**src/rtl/usb_pkg.sv**
```systemverilog
// Shared USB receive-path types: PID encodings, packet classes and the PID classifier.
package usb_pkg;

  localparam logic [7:0] SYNC_BYTE = 8'h80;

  typedef enum logic [3:0] {
    OUT   = 4'b0001,
    IN    = 4'b1001,
    DATA0 = 4'b0011,
    DATA1 = 4'b1011,
    ACK   = 4'b0010,
    NAK   = 4'b1010,
    STALL = 4'b1110
  } pid_t;

  typedef enum logic [1:0] {
    TOKEN     = 2'd0,
    DATA      = 2'd1,
    HANDSHAKE = 2'd2
  } pkt_class_t;

  typedef struct packed {
    logic       valid;
    pkt_class_t cls;
  } pid_info_t;

  // PIDs outside the token/data/handshake set are not accepted by this receiver.
  function automatic pid_info_t classify_pid(input logic [3:0] pid);
    pid_info_t info;
    info.valid = 1'b1;
    info.cls   = TOKEN;
    case (pid)
      OUT, IN:          info.cls = TOKEN;
      DATA0, DATA1:     info.cls = DATA;
      ACK, NAK, STALL:  info.cls = HANDSHAKE;
      default:          info.valid = 1'b0;
    endcase
    return info;
  endfunction

endpackage

```
**src/rtl/rx_byte_counter.sv**
```systemverilog
// Payload byte counter with clear, saturating increment and class-bound compares.
module rx_byte_counter #(
  parameter int CW = 7
) (
  input  logic          clk,
  input  logic          n_rst,
  input  logic          clr_i,
  input  logic          inc_i,
  input  logic [CW-1:0] lim_min_i,
  input  logic [CW-1:0] lim_max_i,
  output logic [CW-1:0] count_o,
  output logic          at_max_o,
  output logic          in_range_o
);

  logic [CW-1:0] count_q, count_d;

  assign at_max_o   = (count_q == lim_max_i);
  assign in_range_o = (count_q >= lim_min_i) && (count_q <= lim_max_i);
  assign count_o    = count_q;

  // The limit guard keeps the count from ever wrapping even if inc is misused.
  always_comb begin
    count_d = count_q;
    if (clr_i) begin
      count_d = '0;
    end else if (inc_i && !at_max_o) begin
      count_d = count_q + 1'b1;
    end
  end

  always_ff @(posedge clk or negedge n_rst) begin
    if (!n_rst) begin
      count_q <= '0;
    end else begin
      count_q <= count_d;
    end
  end

endmodule

```
**src/rtl/usb_rx_ctrl.sv**
```systemverilog
// USB full-speed receive sequencer: frames SYNC/PID/payload/EOP, drives the PID
// detector, writes payload bytes to the FIFO and reports done or a sticky error.
module usb_rx_ctrl #(
  parameter int         MAX_DATA  = 64,
  parameter logic [7:0] SYNC_BYTE = usb_pkg::SYNC_BYTE,
  parameter int         CW        = $clog2(MAX_DATA + 3)
) (
  input  logic          clk,
  input  logic          n_rst,
  input  logic          d_edge,
  input  logic          eop,
  input  logic          shift_enable,
  input  logic          byte_received,
  input  logic [7:0]    rcv_data,
  input  logic [3:0]    PID,
  input  logic          PID_err,
  output logic          PID_set,
  output logic          PID_clear,
  output logic          rcving,
  output logic          w_enable,
  output logic          r_error,
  output logic          rx_packet_done,
  output logic [CW-1:0] byte_count
);
  import usb_pkg::*;

  localparam logic [3:0] S_IDLE      = 4'd0;
  localparam logic [3:0] S_CLEAR     = 4'd1;
  localparam logic [3:0] S_SYNC_WAIT = 4'd2;
  localparam logic [3:0] S_PID_WAIT  = 4'd3;
  localparam logic [3:0] S_PID_LOAD  = 4'd4;
  localparam logic [3:0] S_PID_CHECK = 4'd5;
  localparam logic [3:0] S_PAYLOAD   = 4'd6;
  localparam logic [3:0] S_STORE     = 4'd7;
  localparam logic [3:0] S_EOP_CHECK = 4'd8;
  localparam logic [3:0] S_DONE      = 4'd9;
  localparam logic [3:0] S_ERR       = 4'd10;
  localparam logic [3:0] S_ERR_IDLE  = 4'd11;

  logic [3:0]    state_q, state_d;
  logic          r_error_q, r_error_d;
  pkt_class_t    cls_q, cls_d;
  logic          eop_s;
  pid_info_t     pid_info;
  logic          cnt_clr, cnt_inc, cnt_at_max, cnt_in_range;
  logic [CW-1:0] lim_min, lim_max;

  assign eop_s    = eop & shift_enable;
  assign pid_info = classify_pid(PID);

  always_comb begin
    lim_min = '0;
    lim_max = '0;
    case (cls_q)
      TOKEN:     begin lim_min = CW'(2); lim_max = CW'(2);            end
      HANDSHAKE: begin lim_min = '0;     lim_max = '0;                end
      default:   begin lim_min = CW'(2); lim_max = CW'(MAX_DATA + 2); end
    endcase
  end

  rx_byte_counter #(.CW(CW)) u_byte_counter (
    .clk        (clk),
    .n_rst      (n_rst),
    .clr_i      (cnt_clr),
    .inc_i      (cnt_inc),
    .lim_min_i  (lim_min),
    .lim_max_i  (lim_max),
    .count_o    (byte_count),
    .at_max_o   (cnt_at_max),
    .in_range_o (cnt_in_range)
  );

  always_comb begin
    state_d   = state_q;
    r_error_d = r_error_q;
    cls_d     = cls_q;
    cnt_clr   = 1'b0;
    cnt_inc   = 1'b0;
    case (state_q)
      S_IDLE:      if (d_edge) state_d = S_CLEAR;
      S_CLEAR: begin
        cnt_clr   = 1'b1;
        r_error_d = 1'b0;
        state_d   = S_SYNC_WAIT;
      end
      S_SYNC_WAIT: begin
        if (byte_received) begin
          state_d = (rcv_data == SYNC_BYTE) ? S_PID_WAIT : S_ERR;
        end else if (eop_s) begin
          state_d   = S_ERR_IDLE;
          r_error_d = 1'b1;
        end
      end
      S_PID_WAIT: begin
        if (byte_received) begin
          state_d = S_PID_LOAD;
        end else if (eop_s) begin
          state_d   = S_ERR_IDLE;
          r_error_d = 1'b1;
        end
      end
      S_PID_LOAD:  state_d = S_PID_CHECK;
      S_PID_CHECK: begin
        if (PID_err || !pid_info.valid) begin
          state_d = S_ERR;
        end else begin
          cls_d   = pid_info.cls;
          state_d = S_PAYLOAD;
        end
      end
      // A byte arriving with the count already at the class limit is an overrun.
      S_PAYLOAD: begin
        if (byte_received && eop_s) begin
          state_d = S_ERR;
        end else if (byte_received) begin
          state_d = cnt_at_max ? S_ERR : S_STORE;
        end else if (eop_s) begin
          state_d = S_EOP_CHECK;
        end
      end
      S_STORE: begin
        cnt_inc = 1'b1;
        state_d = S_PAYLOAD;
      end
      S_EOP_CHECK: begin
        if (cnt_in_range) begin
          state_d = S_DONE;
        end else begin
          r_error_d = 1'b1;
          state_d   = S_IDLE;
        end
      end
      S_DONE:      state_d = S_IDLE;
      S_ERR: begin
        r_error_d = 1'b1;
        if (eop_s) state_d = S_ERR_IDLE;
      end
      S_ERR_IDLE:  if (d_edge) state_d = S_CLEAR;
      default:     state_d = S_IDLE;
    endcase
  end

  always_ff @(posedge clk or negedge n_rst) begin
    if (!n_rst) begin
      state_q   <= S_IDLE;
      r_error_q <= 1'b0;
      cls_q     <= TOKEN;
    end else begin
      state_q   <= state_d;
      r_error_q <= r_error_d;
      cls_q     <= cls_d;
    end
  end

  // Strobes decode straight from the state register, so reset forces them low at once.
  assign PID_clear      = (state_q == S_CLEAR);
  assign PID_set        = (state_q == S_PID_LOAD);
  assign w_enable       = (state_q == S_STORE);
  assign rx_packet_done = (state_q == S_DONE);
  assign rcving         = (state_q != S_IDLE) && (state_q != S_DONE) &&
                          (state_q != S_ERR_IDLE);
  assign r_error        = r_error_q;

endmodule
```
**config.mk**
```make
export PLATFORM = sky130hd
export DESIGN_NAME = usb_rx_ctrl
export DESIGN_NICKNAME = d
export VERILOG_FILES = /design/src/rtl/usb_pkg.sv /design/src/rtl/rx_byte_counter.sv /design/src/rtl/usb_rx_ctrl.sv
export SDC_FILE = /design/constraint.sdc
export NUM_CORES = 1
export LEC_CHECK = 0
export ABC_AREA = 1
export ABC_CLOCK_PERIOD_IN_PS = 2750
export CAP_MARGIN = 20
export CORE_MARGIN = 2
export CORE_UTILIZATION = 51
export DETAILED_ROUTE_END_ITERATION = 8
export GPL_TIMING_DRIVEN = 0
export PLACE_DENSITY = 0.92
export SETUP_SLACK_MARGIN = 0.15
export SYNTH_ARGS = -nofsm -noshare
export SYNTH_HDL_FRONTEND = slang
export SYNTH_SLANG_ARGS = --single-unit
```
**constraint.sdc**
```tcl
create_clock -name clk -period 2.75 [get_ports clk]
set_input_delay 0.275 -clock clk [delete_from_list [all_inputs] [get_ports clk]]
set_output_delay 0.275 -clock clk [all_outputs]
set_load 0.02 [all_outputs]
```
==> metrics.txt <==
# TYPE chip_impl_metric gauge
chip_impl_metric{name="yosysSeqAreaShare",unit="%"} 30.5
chip_impl_metric{name="drt_pre_antenna_iters",unit=""} 4
chip_impl_metric{name="clkTransAtPathRegs",unit="ns"} 0.08
chip_impl_metric{name="initial_core_util",unit="%"} 52.9
chip_impl_metric{name="first_iter_violations",unit=""} 43
chip_impl_metric{name="route.antenna.remaining_nets",unit=""} 0
chip_impl_metric{name="ys_async_sr_fraction",unit="%"} 100
chip_impl_metric{name="yosys.area_share.adder",unit="%"} 3.27
chip_impl_metric{name="stdcell_count",unit=""} 248
chip_impl_metric{name="wl_per_cell",unit="microns"} 10.5
chip_impl_info{name="critical_path.reg2reg.startpoint",value="u_byte_counter.count_o[1]$_DFFE_PN0P_"} 1
chip_impl_metric{name="groute.usage.overall",unit="%"} 24.0
chip_impl_metric{name="post_route_cells_drive_above_1_share",unit="%"} 8.18
chip_impl_metric{name="drc",unit=""} 0
chip_impl_metric{name="syn_nets",unit=""} 208
chip_impl_metric{name="place.port_buffers",unit=""} 30
chip_impl_metric{name="synth-edff-count",unit=""} 0
chip_impl_metric{name="synth.lib_cells_used.distinct",unit=""} 26
chip_impl_metric{name="floorplan.die.width",unit="microns"} 51.5
chip_impl_metric{name="setup_tns",unit="ns"} 0
chip_impl_metric{name="synth.avg_cell_area",unit="sq um"} 6.18
chip_impl_metric{name="cap_viol_max_count",unit=""} 0
chip_impl_metric{name="met3_length",unit="microns"} 147
chip_impl_metric{name="setup.reg_to_reg.worst_slack",unit="ns"} 1.01
chip_impl_metric{name="synth_simple_gate_area_share",unit="%"} 42.2
chip_impl_metric{name="numCtsBuffers",unit=""} 3
chip_impl_metric{name="finalSetupViolCount",unit=""} 0
chip_impl_metric{name="area_delta_synth_final",unit="%"} 32.4
chip_impl_metric{name="postRouteWirelength",unit="microns"} 2610
chip_impl_info{name="ff_to_ff_end",value="u_byte_counter.count_o[5]$_DFFE_PN0P_"} 1
chip_impl_info{name="synth_top_family_by_area",value="simple AND/OR/NAND/NOR gates"} 1
chip_impl_metric{name="synth_area",unit="sq um"} 1150
chip_impl_metric{name="post-layout-total-power",unit="uW"} 995
chip_impl_metric{name="grt_pass1_vias",unit=""} 1172
chip_impl_metric{name="cts.sinks",unit=""} 14
chip_impl_info{name="cp-start-kind",value="flop"} 1
chip_impl_metric{name="max_freq",unit="MHz"} 453
chip_impl_metric{name="arrival",unit="ns"} 1.93
chip_impl_metric{name="floorplan.rows",unit=""} 17
chip_impl_info{name="cts.root.buffer_cell",value="sky130_fd_sc_hd__clkbuf_4"} 1
chip_impl_info{name="tritoncts",value="done"} 1
chip_impl_metric{name="sequential_cell_area",unit="sq um"} 350
chip_impl_metric{name="die_h",unit="microns"} 51.5
chip_impl_metric{name="num_antenna_cells",unit=""} 0
chip_impl_metric{name="multi_input_area",unit="sq um"} 646
chip_impl_metric{name="final-hold-violation-count",unit=""} 0
chip_impl_metric{name="worst-endpoint-required",unit="ns"} 2.48
chip_impl_info{name="synthFlopType",value="sky130_fd_sc_hd__dfrtp_1"} 1
chip_impl_info{name="rsz0062_at_grt",value="no"} 1
chip_impl_metric{name="grt_antenna_before_repair",unit=""} 0
chip_impl_metric{name="met1_routed_length",unit="microns"} 1170
chip_impl_metric{name="hold-worst-slack",unit="ns"} 0.367
chip_impl_metric{name="cts.path.max_buffers",unit=""} 2
chip_impl_metric{name="post-dp-hpwl",unit="microns"} 2110
chip_impl_metric{name="maxSlewHeadroom",unit="%"} 59.3
chip_impl_metric{name="syn_inst_count",unit=""} 186
chip_impl_metric{name="vias",unit=""} 1238
chip_impl_info{name="criticalPathCategory",value="reg2out"} 1
chip_impl_info{name="critPathCaptureType",value="primary output"} 1
chip_impl_info{name="dr.max_layer_used",value="met4"} 1
chip_impl_metric{name="synth.area.mux_share",unit="%"} 0
chip_impl_metric{name="layout.nets",unit=""} 243
chip_impl_metric{name="cts.hold.buffers_added",unit=""} 0
chip_impl_metric{name="synth_compound_area_share",unit="%"} 10.0
chip_impl_metric{name="number_of_vias_per_cell",unit=""} 4.99
chip_impl_metric{name="cp_max_fo",unit=""} 6
chip_impl_info{name="min_path_type",value="in2async"} 1
chip_impl_metric{name="worst_slew_pin_slew",unit="ns"} 0.608
chip_impl_metric{name="grt_pass1_wl",unit="microns"} 4880
chip_impl_metric{name="skew",unit="ns"} 0.00481
chip_impl_metric{name="gp_routability_congestion",unit=""} 0.957
chip_impl_info{name="result_of_the_run",value="finished, final reports clean"} 1
chip_impl_metric{name="r2r_cells",unit=""} 10
chip_impl_metric{name="grt_overflow_total",unit=""} 0
chip_impl_metric{name="yosys_warnings",unit=""} 0
chip_impl_metric{name="htree_num_levels",unit=""} 1
chip_impl_metric{name="num-fill-cells",unit=""} 194
chip_impl_metric{name="synth.ff_latch_count",unit=""} 14
chip_impl_metric{name="boundaryPins",unit=""} 32
chip_impl_metric{name="clock_insertion_delay_worst_skew",unit="ns"} 0.28
chip_impl_metric{name="dp_cells",unit=""} 244
chip_impl_metric{name="post_cts.repair.setup_buffers",unit=""} 0
chip_impl_metric{name="irDropWorstVdd",unit="mV"} 0.445
chip_impl_metric{name="static-leakage-power",unit="uW"} 0.000798
chip_impl_metric{name="wl_met2",unit="microns"} 1260
chip_impl_metric{name="ctsResizeCount",unit=""} 0
chip_impl_metric{name="p_per_area",unit="nW/um^2"} 655
chip_impl_metric{name="period_share",unit="%"} 80.3
chip_impl_metric{name="core_area",unit="sq um"} 2170
chip_impl_metric{name="post_synth_xor_area_fraction",unit="%"} 0.763
chip_impl_metric{name="timing.final.max_slew_violations",unit=""} 0
chip_impl_metric{name="die_area",unit="sq um"} 2650
chip_impl_metric{name="final.min_clock_period",unit="ns"} 2.21
chip_impl_metric{name="grt_max_degree",unit=""} 15
cells by family after synthesis:
family / Yosys count
xor+xnor: 1
simple gates: 109
buf+inv: 40
flops: 14
compound gates: 19
fa+ha+maj: 3
routing by layer:
| metal | global-route usage, % | up-vias |
|---|---|---|
| met5 | 0 | - |
| met4 | 5.70 | 0 |
| met3 | 5.85 | 4 |
| met2 | 39.5 | 44 |
| met1 | 31.7 | 544 |
| li1 | - | 646 |
flip-flops by register name, summed over array words and instances (netlist names):
signal / flops
u_byte_counter.count_o: 7
state_q: 4
cls_q: 2
r_error: 1
cell usage in the layout (no fill, tap or decap), types with 2 or more instances in the layout:
cell type | Yosys | routed
sky130_fd_sc_hd__nand3_1 | 14 | 14
sky130_fd_sc_hd__dfrtp_1 | 14 | 14
sky130_fd_sc_hd__ha_1 | 3 | 3
sky130_fd_sc_hd__a21oi_1 | 2 | 2
sky130_fd_sc_hd__nor2_1 | 32 | 32
sky130_fd_sc_hd__o21ai_1 | 2 | 2
sky130_fd_sc_hd__o21ai_0 | 9 | 9
sky130_fd_sc_hd__inv_1 | 36 | 36
sky130_fd_sc_hd__nor2_4 | 2 | 2
sky130_fd_sc_hd__inv_2 | 2 | 2
sky130_fd_sc_hd__nand2_2 | 2 | 2
sky130_fd_sc_hd__nand2_1 | 51 | 51
sky130_fd_sc_hd__clkdlybuf4s50_1 | 0 | 30
sky130_fd_sc_hd__clkbuf_4 | 0 | 3
sky130_fd_sc_hd__nand4_1 | 3 | 3
sky130_fd_sc_hd__o211ai_1 | 2 | 2
critical path, stage by stage, from the launching register on:
cell and delay [ns]:
sky130_fd_sc_hd__dfrtp_1 0.48, sky130_fd_sc_hd__nor2_1 0.12, sky130_fd_sc_hd__inv_1 0.09, sky130_fd_sc_hd__nor2_1 0.05
sky130_fd_sc_hd__a21oi_2 0.17, sky130_fd_sc_hd__inv_1 0.06, sky130_fd_sc_hd__nor2_1 0.08, sky130_fd_sc_hd__clkdlybuf4s50_1 0.60
layout make-up:
class	count	area share (%)
multi-input cells	132	42.5
clock buffers	4	2.39
well taps	28	2.30
plain buffers	2	0.658
flip-flops and latches	14	23.0
inverters	38	9.38
repair buffers	30	19.8
report_power, final:
| group | switching, uW | internal, uW | total (uW) | leakage (uW) |
|---|---|---|---|---|
| logic | 333 | 211 | 545 | 0.000595 |
| registers | 51.5 | 252 | 304 | 0.000182 |
| clock network | 66.1 | 80.6 | 147 | 0.0000210 |
| total | 451 | 544 | 995 | 0.000798 |
stage by stage:
| step | utilization, % | setup WS (ns) | instance area, sq um |
|---|---|---|---|
| 6_report | 70.1 | 0.542 | 1520 |
| 5_1_grt | 70.1 | 0.441 | 1520 |
| 4_1_cts | 70.1 | 0.550 | 1520 |
| 3_5_place_dp | 68.4 | 0.866 | 1480 |
| 3_3_place_gp | 68.4 | 0.911 | 1480 |
| 2_1_floorplan | - | 1.13 | 1150 |
Yosys cell counts (2+ instances only):
library cell	n	share of area [%]
sky130_fd_sc_hd__nand3_1	14	6.1
sky130_fd_sc_hd__o21ai_1	2	0.87
sky130_fd_sc_hd__dfrtp_1	14	31
sky130_fd_sc_hd__inv_2	2	0.65
sky130_fd_sc_hd__nor2_1	32	10
sky130_fd_sc_hd__ha_1	3	3.3
sky130_fd_sc_hd__a21oi_1	2	0.87
sky130_fd_sc_hd__inv_1	36	12
sky130_fd_sc_hd__nand2_2	2	1.1
sky130_fd_sc_hd__nor2_4	2	2.0
sky130_fd_sc_hd__nand2_1	51	17
sky130_fd_sc_hd__o211ai_1	2	1.3
sky130_fd_sc_hd__nand4_1	3	1.6
sky130_fd_sc_hd__o21ai_0	9	3.9
how the worst max path moves through the flow:
stage | start | end | cells after the start | slack, ns
global route | state_q[2]$_DFFE_PN0P_ | rcving | 7 | 0.44
global placement | state_q[1]$_DFFE_PN0P_ | rcving | 6 | 0.91
floorplan | u_byte_counter.count_o[1]$_DFFE_PN0P_ | u_byte_counter.count_o[5]$_DFFE_PN0P_ | 10 | 1.13
detailed placement | state_q[2]$_DFFE_PN0P_ | rcving | 7 | 0.87
finish | state_q[2]$_DFFE_PN0P_ | rcving | 7 | 0.54
CTS | state_q[2]$_DFFE_PN0P_ | rcving | 7 | 0.55
Note: power is estimated with default switching activity, not from simulation.
